===== src/rtl/ram_dump_reader_if.sv =====
// Output word stream of the RAM dump reader.
// Carries data, address and beat markers under valid/ready.
interface ram_dump_reader_if #(
  parameter int N         = 64,
  parameter int ADDR_BITS = 4
);
  logic [N-1:0]         dout;
  logic [ADDR_BITS-1:0] dout_addr;
  logic                 dout_valid;
  logic                 dout_ready;
  logic                 dout_last;
  logic                 dout_csum;

  modport master (
    output dout,
    output dout_addr,
    output dout_valid,
    output dout_last,
    output dout_csum,
    input  dout_ready
  );

  modport slave (
    input  dout,
    input  dout_addr,
    input  dout_valid,
    input  dout_last,
    input  dout_csum,
    output dout_ready
  );
endinterface


===== src/rtl/ram_dump_reader.sv =====
// Walks an inclusive, wrapping RAM address range and streams each word out.
// Define RAM_DUMP_CHECKSUM_EN to append an XOR checksum beat.
module ram_dump_reader #(
  parameter int N         = 64,
  parameter int ADDR_BITS = 4
) (
  input  logic                 clk,
  input  logic                 rst_n,
  input  logic                 start,
  input  logic                 abort,
  input  logic [ADDR_BITS-1:0] start_addr,
  input  logic [ADDR_BITS-1:0] last_addr,
  output logic                 rd_en,
  output logic [ADDR_BITS-1:0] rd_addr,
  input  logic [N-1:0]         rd_data,
  ram_dump_reader_if.master    dout_if,
  output logic                 busy,
  output logic                 done
);

  typedef enum logic [2:0] {
    IDLE,
    READ,
    WAIT,
    SEND,
    CSUM
  } state_t;

  localparam logic [ADDR_BITS:0]   REM_ONE  = 1;
  localparam logic [ADDR_BITS-1:0] ADDR_ONE = 1;

  state_t               state;
  logic [ADDR_BITS-1:0] cur;
  logic [ADDR_BITS:0]   rem;
  logic [ADDR_BITS-1:0] span;
  logic [ADDR_BITS-1:0] nxt;
  logic                 xfer;
`ifdef RAM_DUMP_CHECKSUM_EN
  logic [N-1:0]         acc;
`endif

  // Word count minus one; the mod-2^ADDR_BITS wrap is the width itself.
  assign span = last_addr - start_addr;
  assign nxt  = cur + ADDR_ONE;
  assign xfer = dout_if.dout_valid & dout_if.dout_ready;
  assign busy = (state != IDLE);

`ifndef RAM_DUMP_CHECKSUM_EN
  assign dout_if.dout_csum = 1'b0;
`endif

  // Dump sequencer: one read, one capture, then hold until accepted.
  always_ff @(posedge clk or negedge rst_n) begin
    if (!rst_n) begin
      state              <= IDLE;
      cur                <= '0;
      rem                <= '0;
      rd_en              <= 1'b0;
      rd_addr            <= '0;
      done               <= 1'b0;
      dout_if.dout       <= '0;
      dout_if.dout_addr  <= '0;
      dout_if.dout_valid <= 1'b0;
      dout_if.dout_last  <= 1'b0;
`ifdef RAM_DUMP_CHECKSUM_EN
      dout_if.dout_csum  <= 1'b0;
      acc                <= '0;
`endif
    end else begin
      rd_en <= 1'b0;
      done  <= 1'b0;
      if (abort && state != IDLE) begin
        state              <= IDLE;
        dout_if.dout_valid <= 1'b0;
        dout_if.dout_last  <= 1'b0;
`ifdef RAM_DUMP_CHECKSUM_EN
        dout_if.dout_csum  <= 1'b0;
`endif
      end else begin
        unique case (state)
          IDLE: begin
            if (start) begin
              cur     <= start_addr;
              rem     <= {1'b0, span} + REM_ONE;
              rd_en   <= 1'b1;
              rd_addr <= start_addr;
              state   <= READ;
`ifdef RAM_DUMP_CHECKSUM_EN
              acc     <= '0;
`endif
            end
          end
          READ: begin
            state <= WAIT;
          end
          WAIT: begin
            dout_if.dout       <= rd_data;
            dout_if.dout_addr  <= cur;
            dout_if.dout_valid <= 1'b1;
`ifdef RAM_DUMP_CHECKSUM_EN
            dout_if.dout_last  <= 1'b0;
            dout_if.dout_csum  <= 1'b0;
`else
            dout_if.dout_last  <= (rem == REM_ONE);
`endif
            state <= SEND;
          end
          SEND: begin
            if (xfer) begin
              dout_if.dout_valid <= 1'b0;
              dout_if.dout_last  <= 1'b0;
`ifdef RAM_DUMP_CHECKSUM_EN
              acc <= acc ^ dout_if.dout;
`endif
              if (rem != REM_ONE) begin
                cur     <= nxt;
                rem     <= rem - REM_ONE;
                rd_en   <= 1'b1;
                rd_addr <= nxt;
                state   <= READ;
              end else begin
`ifdef RAM_DUMP_CHECKSUM_EN
                dout_if.dout       <= acc ^ dout_if.dout;
                dout_if.dout_addr  <= '0;
                dout_if.dout_valid <= 1'b1;
                dout_if.dout_last  <= 1'b1;
                dout_if.dout_csum  <= 1'b1;
                state              <= CSUM;
`else
                done  <= 1'b1;
                state <= IDLE;
`endif
              end
            end
          end
`ifdef RAM_DUMP_CHECKSUM_EN
          CSUM: begin
            if (xfer) begin
              dout_if.dout_valid <= 1'b0;
              dout_if.dout_last  <= 1'b0;
              dout_if.dout_csum  <= 1'b0;
              done               <= 1'b1;
              state              <= IDLE;
            end
          end
`endif
          default: state <= IDLE;
        endcase
      end
    end
  end

endmodule


===== src/flat_wrapper.sv =====
// flat-port wrapper written by rule: the top's interface ports become plain ports
module ram_dump_reader_flat 
#(
  parameter int N         = 64,
  parameter int ADDR_BITS = 4
)
  (clk, rst_n, start, abort, start_addr, last_addr, rd_en, rd_addr, rd_data, busy, done, dout_if_dout, dout_if_dout_addr, dout_if_dout_valid, dout_if_dout_last, dout_if_dout_csum, dout_if_dout_ready);
  ram_dump_reader_if #(.N(N), .ADDR_BITS(ADDR_BITS)) dout_if_i ();
  input  logic clk;
  input  logic rst_n;
  input  logic start;
  input  logic abort;
  input  logic [ADDR_BITS-1:0] start_addr;
  input  logic [ADDR_BITS-1:0] last_addr;
  output logic rd_en;
  output logic [ADDR_BITS-1:0] rd_addr;
  input  logic [N-1:0] rd_data;
  output logic busy;
  output logic done;
  output wire logic [$bits(dout_if_i.dout)-1:0] dout_if_dout;
  output wire logic [$bits(dout_if_i.dout_addr)-1:0] dout_if_dout_addr;
  output wire logic [$bits(dout_if_i.dout_valid)-1:0] dout_if_dout_valid;
  output wire logic [$bits(dout_if_i.dout_last)-1:0] dout_if_dout_last;
  output wire logic [$bits(dout_if_i.dout_csum)-1:0] dout_if_dout_csum;
  input wire logic [$bits(dout_if_i.dout_ready)-1:0] dout_if_dout_ready;
  assign dout_if_dout = dout_if_i.dout;
  assign dout_if_dout_addr = dout_if_i.dout_addr;
  assign dout_if_dout_valid = dout_if_i.dout_valid;
  assign dout_if_dout_last = dout_if_i.dout_last;
  assign dout_if_dout_csum = dout_if_i.dout_csum;
  assign dout_if_i.dout_ready = dout_if_dout_ready;
  ram_dump_reader #(.N(N), .ADDR_BITS(ADDR_BITS)) u_core (.clk(clk), .rst_n(rst_n), .start(start), .abort(abort), .start_addr(start_addr), .last_addr(last_addr), .rd_en(rd_en), .rd_addr(rd_addr), .rd_data(rd_data), .dout_if(dout_if_i), .busy(busy), .done(done));
endmodule

===== config.mk =====
export PLATFORM = sky130hd
export DESIGN_NAME = ram_dump_reader_flat
export DESIGN_NICKNAME = d
export VERILOG_FILES = /design/src/rtl/ram_dump_reader_if.sv /design/src/rtl/ram_dump_reader.sv /design/src/flat_wrapper.sv
export SDC_FILE = /design/constraint.sdc
export NUM_CORES = 1
export LEC_CHECK = 0
export CELL_PAD_IN_SITES_DETAIL_PLACEMENT = 1
export CELL_PAD_IN_SITES_GLOBAL_PLACEMENT = 2
export CORE_MARGIN = 10
export CORE_UTILIZATION = 27
export CTS_CLUSTER_DIAMETER = 120
export DETAILED_ROUTE_END_ITERATION = 10
export PLACE_DENSITY_LB_ADDON = 0.1
export RECOVER_POWER = 100
export SETUP_SLACK_MARGIN = 0.1
export SYNTH_ARGS = -nofsm -noshare
export SYNTH_HDL_FRONTEND = slang
export SYNTH_SLANG_ARGS = --single-unit

===== constraint.sdc =====
create_clock -name clk -period 2.6 [get_ports clk]
set_input_delay 0.52 -clock clk [delete_from_list [all_inputs] [get_ports clk]]
set_output_delay 0.52 -clock clk [all_outputs]
set_load 0.005 [all_outputs]

Word level (Yosys, flattened, before mapping)
Cells that the tools add are included.
{"block": "word_totals", "reg_bits": 84, "latchBits": 0, "mem_bits_rw": 0, "mem_bits_ro": 0, "in_bits": 77, "output_inout_bits": 78, "wordCells": 61, "mem_count": 0}
{"block": "classes", "add_sub_neg": 4, "multipliers": 0, "n_div": 0, "magnitude_cmp": 0, "eq_ne": 10, "shifts": 0, "n_mux": 27, "n_bitwise": 2, "reduce_logical": 9}
{"operator": "5-bit 2-to-1 mux", "count": 3}
{"operator": "1-bit 2-to-1 mux", "count": 12}
{"operator": "4-bit 2-to-1 mux", "count": 3}
{"operator": "3-bit one-hot mux with 4 select lines", "count": 1}
{"operator": "5-bit one-hot mux with 2 select lines", "count": 1}
{"operator": "3-bit 2-to-1 mux", "count": 3}
{"operator": "4-bit one-hot mux with 2 select lines", "count": 1}
{"operator": "3-bit by 2-bit equality test with 1-bit output (second input constant)", "count": 2}
{"operator": "1-bit one-hot mux with 2 select lines", "count": 3}
{"operator": "2-bit AND reduction", "count": 3}
{"operator": "3-bit nonzero test", "count": 2}
{"operator": "4-bit by 1-bit adder with 5-bit output (second input constant)", "count": 1}
{"operator": "5-bit by 1-bit equality test with 1-bit output (second input constant)", "count": 1}
{"operator": "5-bit by 1-bit != test with 1-bit output (second input constant)", "count": 1}
{"operator": "5-bit AND reduction", "count": 1}
{"operator": "5-bit by 1-bit subtractor with 5-bit output (second input constant)", "count": 1}
{"operator": "4-bit by 1-bit adder with 4-bit output (second input constant)", "count": 1}
{"operator": "2-bit by 1-bit != test with 1-bit output (second input constant)", "count": 2}
{"operator": "4-bit subtractor", "count": 1}
{"operator": "3-bit by 1-bit equality test with 1-bit output (second input constant)", "count": 1}
{"operator": "3-bit logical NOT", "count": 1}
{"operator": "3-bit by 1-bit != test with 1-bit output (second input constant)", "count": 1}
{"operator": "3-bit by 2-bit != test with 1-bit output (second input constant)", "count": 1}
{"operator": "2-bit != test (second input constant)", "count": 1}
{"operator": "4 further kinds", "count": 4}

Longest topological paths before layout
{"block": "depth", "word_depth": 5, "depth_mapped": 9, "depth_no_buf": 9}

Worst setup path before layout
OpenSTA, ideal clock, no wires.
{"block": "synth_timing", "path_kind": "input to register", "startpoint": "input last_addr[0]", "endpoint": "register u_core.rem[3]", "setup_time_ns": 0.126, "arrival_time_ns": 2.029, "required_time_ns": 2.474, "setup_slack_ns": 0.445, "cell_stages": 8, "path_buffers": 0, "cell_sequence": "inv_1 -> ha_1 -> inv_1 -> fa_1 -> xor2_1 -> and3_1 -> xnor3_1 -> a221o_1"}
{"block": "synth_via", "elab_chain_len": 4}
{"item": "from (decl)", "line": "flat_wrapper.sv:14", "text": "input logic [ADDR_BITS-1:0] last_addr;"}
{"item": "4-bit subtractor", "line": "ram_dump_reader.sv:43", "text": "assign span = last_addr - start_addr;"}
{"item": "4-bit by 1-bit adder with 5-bit output", "line": "ram_dump_reader.sv:84", "text": "rem <= {1'b0, span} + REM_ONE;"}
{"item": "5-bit 2-to-1 mux", "line": "ram_dump_reader.sv:82", "text": "if (start) begin"}
{"item": "5-bit one-hot mux with 2 select lines", "line": "ram_dump_reader.sv:80", "text": "unique case (state)"}
{"item": "to (signal assigned)", "line": "ram_dump_reader.sv:84"}
{"item": "to (signal assigned)", "line": "ram_dump_reader.sv:117", "text": "rem <= rem - REM_ONE;"}
{"item": "to (decl)", "line": "ram_dump_reader.sv:34", "text": "logic [ADDR_BITS:0] rem;"}
Every way passes these cells. The select of a mux whose other input is x is not followed.
A chain may end at the register's enable or synchronous reset.

Final worst setup path
{"block": "layout_timing", "startpoint": "input start_addr[0]", "endpoint": "register u_core.rem[3]"}
{"block": "layout_via", "elab_chain_len": 4}
{"item": "from (decl)", "line": "flat_wrapper.sv:13", "text": "input logic [ADDR_BITS-1:0] start_addr;"}
{"item": "4-bit subtractor", "line": "ram_dump_reader.sv:43"}
{"item": "4-bit by 1-bit adder with 5-bit output", "line": "ram_dump_reader.sv:84"}
{"item": "5-bit 2-to-1 mux", "line": "ram_dump_reader.sv:82"}
{"item": "5-bit one-hot mux with 2 select lines", "line": "ram_dump_reader.sv:80"}
Every way passes these cells. The select of a mux whose other input is x is not followed.

==> results.yml <==
worst_hold_path:
  hold_path_class: "register to register"
  holdPathStages: 1
die:
  num_rows: 42
  die_x_um: 137.1
  start_util: 0.2776
  io_pins: 155
  core-area_um2: 13350
  die-area_um2: 18810
  dieHeight_um: 137.1
routing:
  vias_per_cell: 4.520
  drt-total-wl_um: 11450
  drt_iter0_drc: 68
  drtAntennaViolNets: 0
  vias: 2766
  drt-pass1-iter-count: 4
  post_drt_wl_per_cell_um: 18.71
  drc_errors: 0
finish:
  syn_to_final_growth_pct: 52.95
  drive_gt1_frac: 0.1606
  fin_util: 0.4245
  seq_area_um2: 2077
  nets: 521
  fill_cells: 1431
  finalInstanceArea_um2: 5667
  layout_commonest_cell: "dfrtp_1"
  diodes: 0
  finalNonFillerCells: 612
  multi_input_area_um2: 1474
  layout_common_cells: "dfrtp_1, dlygate4sd3_1, clkdlybuf4s50_1"
worst_setup_path:
  reg2regPathDepth: 6
  worst_path_largest_cell_delay_ps: 560
  path_class: "input port to register"
  slowest_stage: "dlygate4sd3_1"
  cp.required_ps: 2820
  crit_path_cell_trace: "dlygate4sd3_1, ha_1, inv_1, fa_1, xor2_1, and3_1, xnor3_1, a221o_1"
  end_kind: "register"
  cp-start-kind: "input port"
  crit_fanout: 2
  crit_arrival_ps: 2600
sta:
  slew_viol_final: 37
  tightest_slew_ps: 2120
  fin_crit_sh: 0.9159
  hold_viol: 0
  holdWs_ps: 482.8
  maxSlewHeadroom: -0.4131
  finalWorstPathRequiredPeriod_ps: 2381
  fin_skew_ps: 5.433
  rsz0062_at_grt: "no"
  max_freq_mhz: 420.0
  finalSetupViolCount: 0
  setup_ws_ps: 218.8
  finalSetupTns_ps: 0
clocking:
  cts_setup_buffers: 0
  clk_pin_slew_ps: 60
  cts_tree: "yes"
  cts_resized: 0
  worstSkewPairLatency_ps: 340
  clkSinkCount: 83
  cts_made_buffers: 9
  clk_path_buf_depth: 2
  ctsHoldBuffers: 0
  root_buffer: "clkbuf_16"
  htree_levels: 3
logic_synthesis:
  syn_avg_cell_area_um2: 13.42
  synth_nets: 364
  netlist-cell-type-count: 48
  ys.flop_type: "dfrtp_1"
  netlist.area_leader.share: 0.5606
  yosysSeqAreaShare: 0.5606
  synthesis.area_um2: 3705
  yosysWarnings: 0
  yosys_register_bits: 83
  synth_top_cell_by_area: "dfrtp_1"
  synth-edff-count: 0
  synth-async-reset-ratio: 1.000
  synth_area_leaders: "dfrtp_1, mux2_2, mux2_1"
  synth_cells: 276
place:
  routabilityCongestion: 0.7611
  place_inst: 598
  place_area_um2: 5465
  post-place-ws_ps: -81.66
  hpwl_um: 9025
  port-buffer-count: 153
power:
  total_power_mw: 6.363
  peakVddDrop_v: 0.0003467
  power.density_nw_per_um2: 1123
  leakage_nw: 2.408
global_routing:
  grt_pass1_vias: 2989
  grt_antenna_before_repair: 0
  grt_pass1_wl_um: 17620
  grt_overflow: 0
  grt_usage: 0.1231
  grt_max_degree: 48
status:
  violations: "capacitance limit, slew limit"
  status: "complete, but fails checks"
flow_run:
  cap_viol_max_count: 1
-- power by group --
group	internal, mW	switching (mW)	leakage, nW	total (mW)
combinational	1.74	1.21	1.30	2.95
clock	0.633	0.485	0.121	1.12
sequential	1.95	0.343	0.991	2.29
-- per-layer routing --
layer | vias up | GRT usage | routed length (µm)
li1 | 1302 | - | -
met1 | 1358 | 0.1534 | 5062
met2 | 97 | 0.1920 | 5464
met3 | 9 | 0.03739 | 793
met4 | 0 | 0.05445 | 131
met5 | - | 0 | 0
-- path summary, 6_finish.rpt --
check | start | endpoint | slack [ps]
worst max-delay path | start_addr[0] | u_core.rem[3] | 220
worst min-delay path | u_core.dout_if.dout[33] | u_core.dout_if.dout[33] | 480
worst max register to register | u_core.rem[1] | u_core.state[0] | 270
worst min register to register | u_core.dout_if.dout[33] | u_core.dout_if.dout[33] | 480
max in group asynchronous | rst_n | u_core.rd_en | 590
min in group asynchronous | rst_n | u_core.dout_if.dout[46] | 790
-- registers in the layout, indices dropped and copies added (netlist names), 2 cells and up --
register	flops
u_core.dout_if.dout_addr	4
u_core.state	2
u_core.rem	5
u_core.dout_if.dout	64
u_core.rd_addr	4
-- logic make-up (layout without fill, tap and decap cells) --
group                      Yosys count  after routing  synth area share
DFF                                 83             83            0.5606
muxes                               70             70            0.2124
and+or+nand+nor                     51             51           0.08072
AOI/OAI and AO/OA                   32             32           0.06045
buffers and inverters               24            184           0.03242
adders and majority gates           11             11           0.03918
xor gates and xnor gates             4              4           0.01317
other                                1              1          0.001012
-- critical path, delay by kind of cell --
kind	cells	cell delay [ps]
adders and majority gates	2	540
and+or+nand+nor	1	190
AOI/OAI and AO/OA	1	340
xor gates and xnor gates	2	390
buffers and inverters	2	610
-- final cells by class --
type,instances,share of cell area
flip-flops and latches,83,0.3665
well taps,176,0.03886
clock inverters,3,0.003091
multi-input cells,169,0.2601
inverters,11,0.007286
repair buffers,159,0.2831
clock buffers,11,0.04107
-- Yosys cell counts, drive strengths merged, types with 2 or more instances --
master  instances
inv            10
nor4            2
nor2b           2
a21oi           5
xor2            2
buf            11
a31oi           2
mux2           69
nand2           7
o21ai          13
nand3           9
dfrtp          83
ha             10
nand2b          5
nor3            4
clkbuf          2
nor2           11
or3             2
a211oi          2
a21o            2
and3            2
No activity file was read; power rests on OpenSTA's default activity.
